--- src/rtl/pixel_writer.sv ---
`timescale 1ns/1ps
// pixel_writer: accepts (x, y, color) pixels, clips anything off-screen,
// converts the rest to linear framebuffer addresses, buffers them in a small
// FIFO and drains that FIFO to the framebuffer through a req/ack write port.
//
// state  | meaning
// -------+-----------------------------------------------------------------
// S_IDLE | no write outstanding, mem_req low
// S_REQ  | write presented on mem_addr/mem_data, waiting for mem_ack
module pixel_writer #(
    parameter int SCREEN_W   = 640,
    parameter int SCREEN_H   = 480,
    parameter int FIFO_DEPTH = 4
) (
    input  logic        clk,
    input  logic        reset_n,
    input  logic        in_valid,
    output logic        in_ready,
    input  logic [10:0] in_x,
    input  logic [10:0] in_y,
    input  logic [7:0]  in_color,
    output logic        mem_req,
    output logic [18:0] mem_addr,
    output logic [7:0]  mem_data,
    input  logic        mem_ack,
    output logic        busy,
    output logic [19:0] pix_written,
    output logic [19:0] pix_clipped
);

    localparam int LP_PW = (FIFO_DEPTH > 1) ? $clog2(FIFO_DEPTH) : 1;
    localparam int LP_CW = $clog2(FIFO_DEPTH + 1);
    localparam logic [LP_CW-1:0] LP_DEPTH = LP_CW'(FIFO_DEPTH);
    localparam logic [LP_PW-1:0] LP_LAST  = LP_PW'(FIFO_DEPTH - 1);

    typedef enum logic {
        S_IDLE = 1'b0,
        S_REQ  = 1'b1
    } state_t;

    state_t            r_state;
    state_t            w_state_nxt;

    logic [18:0]       r_fifo_addr [FIFO_DEPTH];
    logic [7:0]        r_fifo_color[FIFO_DEPTH];
    logic [LP_PW-1:0]  r_wr_ptr;
    logic [LP_PW-1:0]  r_rd_ptr;
    logic [LP_CW-1:0]  r_count;

    logic              r_mem_req;
    logic [18:0]       r_mem_addr;
    logic [7:0]        r_mem_data;
    logic [19:0]       r_pix_written;
    logic [19:0]       r_pix_clipped;

    logic              w_accept;
    logic              w_in_range;
    logic              w_push;
    logic              w_clip;
    logic              w_pop;
    logic              w_done;
    logic              w_fifo_nempty;
    logic [18:0]       w_addr;

    // Handshake, clipping and address generation on the input side.
    assign in_ready      = (r_count < LP_DEPTH);
    assign w_accept      = in_valid && in_ready;
    assign w_in_range    = ({21'd0, in_x} < 32'(SCREEN_W)) && ({21'd0, in_y} < 32'(SCREEN_H));
    assign w_push        = w_accept && w_in_range;
    assign w_clip        = w_accept && !w_in_range;
    assign w_addr        = 19'(in_y) * 19'(SCREEN_W) + 19'(in_x);
    assign w_fifo_nempty = (r_count != '0);

    assign busy        = w_fifo_nempty || (r_state == S_REQ);
    assign mem_req     = r_mem_req;
    assign mem_addr    = r_mem_addr;
    assign mem_data    = r_mem_data;
    assign pix_written = r_pix_written;
    assign pix_clipped = r_pix_clipped;

    // FSM state register.
    always_ff @(posedge clk or negedge reset_n) begin
        if (!reset_n) begin
            r_state <= S_IDLE;
        end else begin
            r_state <= w_state_nxt;
        end
    end

    // FSM next-state logic: stay in S_REQ as long as acks keep finding work.
    always_comb begin
        w_state_nxt = r_state;
        case (r_state)
            S_IDLE: if (w_fifo_nempty) w_state_nxt = S_REQ;
            S_REQ:  if (mem_ack && !w_fifo_nempty) w_state_nxt = S_IDLE;
            default: w_state_nxt = S_IDLE;
        endcase
    end

    // FSM outputs: pop when idle with work, or when the current write completes
    // and another entry is waiting (back-to-back issue).
    always_comb begin
        w_pop  = 1'b0;
        w_done = 1'b0;
        case (r_state)
            S_IDLE: w_pop = w_fifo_nempty;
            S_REQ: begin
                w_done = mem_ack;
                w_pop  = mem_ack && w_fifo_nempty;
            end
            default: begin
                w_pop  = 1'b0;
                w_done = 1'b0;
            end
        endcase
    end

    // FIFO storage; contents need no reset since count gates every read.
    always_ff @(posedge clk) begin
        if (w_push) begin
            r_fifo_addr[r_wr_ptr]  <= w_addr;
            r_fifo_color[r_wr_ptr] <= in_color;
        end
    end

    // FIFO pointers and occupancy count; count keeps full and empty distinct.
    always_ff @(posedge clk or negedge reset_n) begin
        if (!reset_n) begin
            r_wr_ptr <= '0;
            r_rd_ptr <= '0;
            r_count  <= '0;
        end else begin
            if (w_push) r_wr_ptr <= (r_wr_ptr == LP_LAST) ? '0 : r_wr_ptr + 1'b1;
            if (w_pop)  r_rd_ptr <= (r_rd_ptr == LP_LAST) ? '0 : r_rd_ptr + 1'b1;
            case ({w_push, w_pop})
                2'b10:   r_count <= r_count + 1'b1;
                2'b01:   r_count <= r_count - 1'b1;
                default: r_count <= r_count;
            endcase
        end
    end

    // Write port registers: loaded on pop, held stable while waiting for ack.
    always_ff @(posedge clk or negedge reset_n) begin
        if (!reset_n) begin
            r_mem_req  <= 1'b0;
            r_mem_addr <= '0;
            r_mem_data <= '0;
        end else begin
            r_mem_req <= (w_state_nxt == S_REQ);
            if (w_pop) begin
                r_mem_addr <= r_fifo_addr[r_rd_ptr];
                r_mem_data <= r_fifo_color[r_rd_ptr];
            end
        end
    end

    // Saturating statistics counters.
    always_ff @(posedge clk or negedge reset_n) begin
        if (!reset_n) begin
            r_pix_written <= '0;
            r_pix_clipped <= '0;
        end else begin
            if (w_done && (r_pix_written != '1)) r_pix_written <= r_pix_written + 1'b1;
            if (w_clip && (r_pix_clipped != '1)) r_pix_clipped <= r_pix_clipped + 1'b1;
        end
    end

endmodule
--- config.mk ---
export PLATFORM = sky130hd
export DESIGN_NAME = pixel_writer
export DESIGN_NICKNAME = d
export VERILOG_FILES = /design/src/rtl/pixel_writer.sv
export SDC_FILE = /design/constraint.sdc
export NUM_CORES = 1
export LEC_CHECK = 0
export CORE_ASPECT_RATIO = 0.8
export CORE_MARGIN = 8
export CORE_UTILIZATION = 30
export CTS_BUF_LIST = sky130_fd_sc_hd__clkbuf_4 sky130_fd_sc_hd__clkbuf_8
export CTS_CLUSTER_DIAMETER = 150
export DETAILED_ROUTE_END_ITERATION = 6
export GPL_TIMING_DRIVEN = 0
export PLACE_DENSITY_LB_ADDON = 0.25
export SYNTH_ARGS = -nofsm -noshare
export SYNTH_HDL_FRONTEND = slang
export SYNTH_SLANG_ARGS = --single-unit
--- constraint.sdc ---
create_clock -name clk -period 2.63 [get_ports clk]
set_input_delay 0.526 -clock clk [delete_from_list [all_inputs] [get_ports clk]]
set_output_delay 0.526 -clock clk [all_outputs]
set_load 0.05 [all_outputs]
==> impl_metrics.prom <==
# TYPE chip_impl_metric gauge
chip_impl_metric{name="hold_path_depth",unit=""} 1
chip_impl_metric{name="worst_clock_skew_on_the_final_layout",unit="ns"} 0.0123
chip_impl_metric{name="syn-num-nets",unit=""} 576
chip_impl_info{name="timing.rr.start",value="mem_req$_DFF_PN0_"} 1
chip_impl_info{name="synthMostInstantiatedCell",value="sky130_fd_sc_hd__edfxtp_1"} 1
chip_impl_metric{name="num_antenna_cells",unit=""} 0
chip_impl_metric{name="fin_crit_sh",unit="%"} 99.9
chip_impl_metric{name="antenna_violations_before_repair",unit=""} 0
chip_impl_metric{name="finalWorstSetupSlack",unit="ns"} 0.00228
chip_impl_metric{name="ff2ff_path_depth",unit=""} 8
chip_impl_metric{name="powerDensity",unit="nW/um^2"} 940
chip_impl_metric{name="finalHoldViolCount",unit=""} 0
chip_impl_metric{name="drt.antenna.violating_nets",unit=""} 0
chip_impl_metric{name="synth.cell_area",unit="sq um"} 7980
chip_impl_metric{name="route.detailed.wl_per_inst",unit="um"} 17.3
chip_impl_metric{name="die-area",unit="sq um"} 32100
chip_impl_info{name="synth.largest_area_cell",value="sky130_fd_sc_hd__edfxtp_1"} 1
chip_impl_info{name="worstSetupPathType",value="input pin to flop"} 1
chip_impl_metric{name="route.vias.total",unit=""} 4591
chip_impl_metric{name="required_time_worst_endpoint",unit="ns"} 2.82
chip_impl_metric{name="grt_pass1_vias",unit=""} 4948
chip_impl_metric{name="leakagePower",unit="nW"} 3.80
chip_impl_metric{name="pin_count_of_the_biggest_net_entering_global_routing",unit=""} 52
chip_impl_metric{name="final.min_clock_period",unit="ns"} 2.63
chip_impl_metric{name="whs",unit="ns"} 0.498
chip_impl_metric{name="synth-edff-count",unit=""} 108
chip_impl_info{name="cp-startpoint",value="in_y[4]"} 1
chip_impl_metric{name="crit_fanout",unit=""} 4
chip_impl_info{name="worstHoldStart",value="pix_clipped[6]$_DFFE_PN0P_"} 1
chip_impl_metric{name="worst-slew-pin-transition",unit="ns"} 0.906
chip_impl_metric{name="clock_latency_late_sink",unit="ns"} 0.45
chip_impl_metric{name="firstDrtPassIters",unit=""} 4
chip_impl_metric{name="setup_tns",unit="ns"} 0
chip_impl_metric{name="cts.sinks",unit=""} 183
chip_impl_info{name="holdCritPathClass",value="flop to flop"} 1
chip_impl_metric{name="hpwlAfterDp",unit="mm"} 12.0
chip_impl_metric{name="fillCellCount",unit=""} 2396
chip_impl_metric{name="effective_utilization_at_floorplan",unit="%"} 30.5
chip_impl_info{name="run_status",value="complete, no violations"} 1
chip_impl_metric{name="report.final.slew_viol_count",unit=""} 0
chip_impl_metric{name="layout-drive-gt1-share",unit="%"} 21.3
chip_impl_metric{name="setup_viol",unit=""} 0
chip_impl_metric{name="synth.distinct_cells",unit=""} 45
chip_impl_metric{name="path_clk_slew",unit="ns"} 0.10
chip_impl_metric{name="groute.usage.overall",unit="%"} 11.0
chip_impl_metric{name="numCtsBuffers",unit=""} 17
chip_impl_metric{name="die-width",unit="um"} 198
chip_impl_metric{name="gp_congestion",unit=""} 0.759
chip_impl_metric{name="placement.io_buffers",unit=""} 103
chip_impl_info{name="critPathCaptureType",value="flop"} 1
chip_impl_info{name="synth-main-ff-cell",value="sky130_fd_sc_hd__edfxtp_1"} 1
chip_impl_metric{name="ctsLongestPathBuffers",unit=""} 2
chip_impl_metric{name="violation_count_after_the_first_detailed_routing_iteration",unit=""} 228
chip_impl_metric{name="rows",unit=""} 53
chip_impl_metric{name="timing.critical_path.arrival",unit="ns"} 2.82
chip_impl_info{name="critical_path_source_type",value="input pin"} 1
chip_impl_info{name="netlist_top_cells_count",value="108 x sky130_fd_sc_hd__edfxtp_1, 75 x sky130_fd_sc_hd__dfrtp_1, 31 x sky130_fd_sc_hd__mux2_2, 30 x sky130_fd_sc_hd__xnor2_1, 29 x sky130_fd_sc_hd__ha_1"} 1
chip_impl_metric{name="grt_overflow_total",unit=""} 0
chip_impl_metric{name="area_growth_syn_to_layout",unit="%"} 27.0
chip_impl_metric{name="syn-instance-count",unit=""} 510
chip_impl_metric{name="seq_area_frac_synth",unit="%"} 64.2
chip_impl_info{name="tritoncts",value="built"} 1
chip_impl_metric{name="synthesis.area_per_instance",unit="sq um"} 15.6
chip_impl_metric{name="cts_htree_levels",unit=""} 4
chip_impl_metric{name="timing.slew.headroom",unit="%"} 39.6
chip_impl_metric{name="yosysTopAreaCellShare",unit="%"} 40.6
chip_impl_metric{name="post-place-ws",unit="ns"} -1.01
chip_impl_metric{name="ys_async_sr_fraction",unit="%"} 41.0
chip_impl_info{name="synth_top_cells_by_area",value="sky130_fd_sc_hd__edfxtp_1 41%, sky130_fd_sc_hd__dfrtp_1 24%, sky130_fd_sc_hd__mux4_2 7.6%"} 1
chip_impl_metric{name="grt_pass1_wl",unit="mm"} 27.5
chip_impl_metric{name="yosys_register_bits",unit=""} 183
chip_impl_metric{name="yosys_warnings",unit=""} 0
chip_impl_metric{name="core_area",unit="sq um"} 26200
chip_impl_metric{name="pin_count",unit=""} 104
chip_impl_metric{name="via_per_inst",unit=""} 4.55
chip_impl_metric{name="vdd.ir_drop.worst",unit="V"} 0.000452
chip_impl_metric{name="maxCapViolations",unit=""} 0
chip_impl_metric{name="drcViolationCount",unit=""} 0
chip_impl_metric{name="drt-total-wl",unit="mm"} 17.4
chip_impl_metric{name="nets",unit=""} 706
chip_impl_info{name="root_buffer",value="sky130_fd_sc_hd__clkbuf_8"} 1
chip_impl_metric{name="floorplan.die.height",unit="um"} 162
chip_impl_metric{name="fmax",unit="GHz"} 0.381
## through the flow
step | instances | utilization (%) | cell area [sq um] | total power [mW]
2_1_floorplan | 510 | - | 8020 | 6.42
4_1_cts | 1007 | 38.5 | 10100 | 9.66
5_1_grt | 1010 | 38.7 | 10100 | 10.1
6_report | 1010 | 38.7 | 10100 | 9.53
3_5_place_dp | 971 | 36.4 | 9530 | 7.68
3_3_place_gp | 970 | 36.3 | 9500 | 7.59
## critical path, stage by stage
cell and delay, ns:
sky130_fd_sc_hd__clkdlybuf4s15_1 0.26, sky130_fd_sc_hd__ha_4 0.27, sky130_fd_sc_hd__fa_2 0.42, sky130_fd_sc_hd__a211oi_4 0.32, sky130_fd_sc_hd__nor3b_4 0.09, sky130_fd_sc_hd__or4_1 0.41
sky130_fd_sc_hd__o311a_1 0.18, sky130_fd_sc_hd__buf_4 0.17, sky130_fd_sc_hd__xnor2_4 0.16
## cells by family after synthesis
kind of cell    synth area share [%]
flops                           64.2
simple gates                    8.22
mux                             12.4
fa+ha+maj                       5.30
buf+inv                         1.54
xor+xnor                        5.71
compound gates                  2.71
## final cells by class
cell class / instances / area [sq um] / area share [%]
plain buffers: 10 / 51.3 / 0.506
flip-flops and latches: 183 / 5120 / 50.5
clock inverters: 15 / 160 / 1.58
clock buffers: 17 / 234 / 2.31
inverters: 20 / 75.1 / 0.741
multi-input cells: 297 / 2960 / 29.2
repair buffers: 111 / 1090 / 10.8
well taps: 357 / 447 / 4.41
## power breakdown
group	switching, mW	internal, mW
clock	1.09	0.796
sequential	0.310	3.50
combinational	2.26	1.58
## cells in the final DEF (no fill, tap or decap), types with 5 or more instances in the layout
master                              n
sky130_fd_sc_hd__xnor2_1           27
sky130_fd_sc_hd__clkdlybuf4s50_1   94
sky130_fd_sc_hd__mux4_2            27
sky130_fd_sc_hd__dfrtp_1           75
sky130_fd_sc_hd__a21oi_1            6
sky130_fd_sc_hd__ha_4               7
sky130_fd_sc_hd__clkbuf_1           6
sky130_fd_sc_hd__inv_1             20
sky130_fd_sc_hd__nor3_1             9
sky130_fd_sc_hd__ha_1              20
sky130_fd_sc_hd__nor2_1            23
sky130_fd_sc_hd__o21ai_0            5
sky130_fd_sc_hd__clkbuf_8          17
sky130_fd_sc_hd__nand4_1            9
sky130_fd_sc_hd__xor2_1            20
sky130_fd_sc_hd__nand3_1           19
sky130_fd_sc_hd__buf_4              7
sky130_fd_sc_hd__inv_8              6
sky130_fd_sc_hd__and4_1             6
sky130_fd_sc_hd__edfxtp_1         108
sky130_fd_sc_hd__mux2_2            31
sky130_fd_sc_hd__nand2_1           25
## sequential cells by signal (all words and copies together) (netlist names), 3 cells and up
| name | count |
|---|---|
| mem_addr | 19 |
| mem_data | 8 |
| pix_clipped | 20 |
| pix_written | 20 |
| r_fifo_addr | 76 |
| r_count | 3 |
| r_fifo_color | 32 |
## path summary, 6_finish.rpt
| check | slack (ns) | to |
|---|---|---|
| max in group asynchronous | 1.49 | pix_clipped[18]$_DFFE_PN0P_ |
| min reg2reg | 0.50 | pix_clipped[6]$_DFFE_PN0P_ |
| min in group asynchronous | 0.53 | pix_written[14]$_DFFE_PN0P_ |
| max | 0.002 | r_fifo_addr[3][16]$_DFFE_PP_ |
| max reg2reg | 0.37 | r_count[2]$_DFFE_PN0P_ |
| min | 0.50 | pix_clipped[6]$_DFFE_PN0P_ |
## layer usage
layer | wire, um | vias to the layer above | global-route usage [%] | part of all wire, %
met5 | 0 | - | 0 | 0
met4 | 161 | 0 | 2.64 | 0.92
met3 | 835 | 11 | 3.06 | 4.8
met2 | 8770 | 71 | 18.6 | 50
met1 | 7670 | 2346 | 13.8 | 44
li1 | - | 2163 | - | -
## repair_timing
| action | CTS | global route |
|---|---|---|
| setup buffers | 3 | 3 |
| gates resized for setup | 29 | 18 |
| pin swaps | 8 | 9 |
| endpoints found under the hold margin | 22 | 0 |
| setup endpoints to repair | 18 | 123 |
| hold buffers | 1 | 0 |
Power figures use the tool's default switching activity.
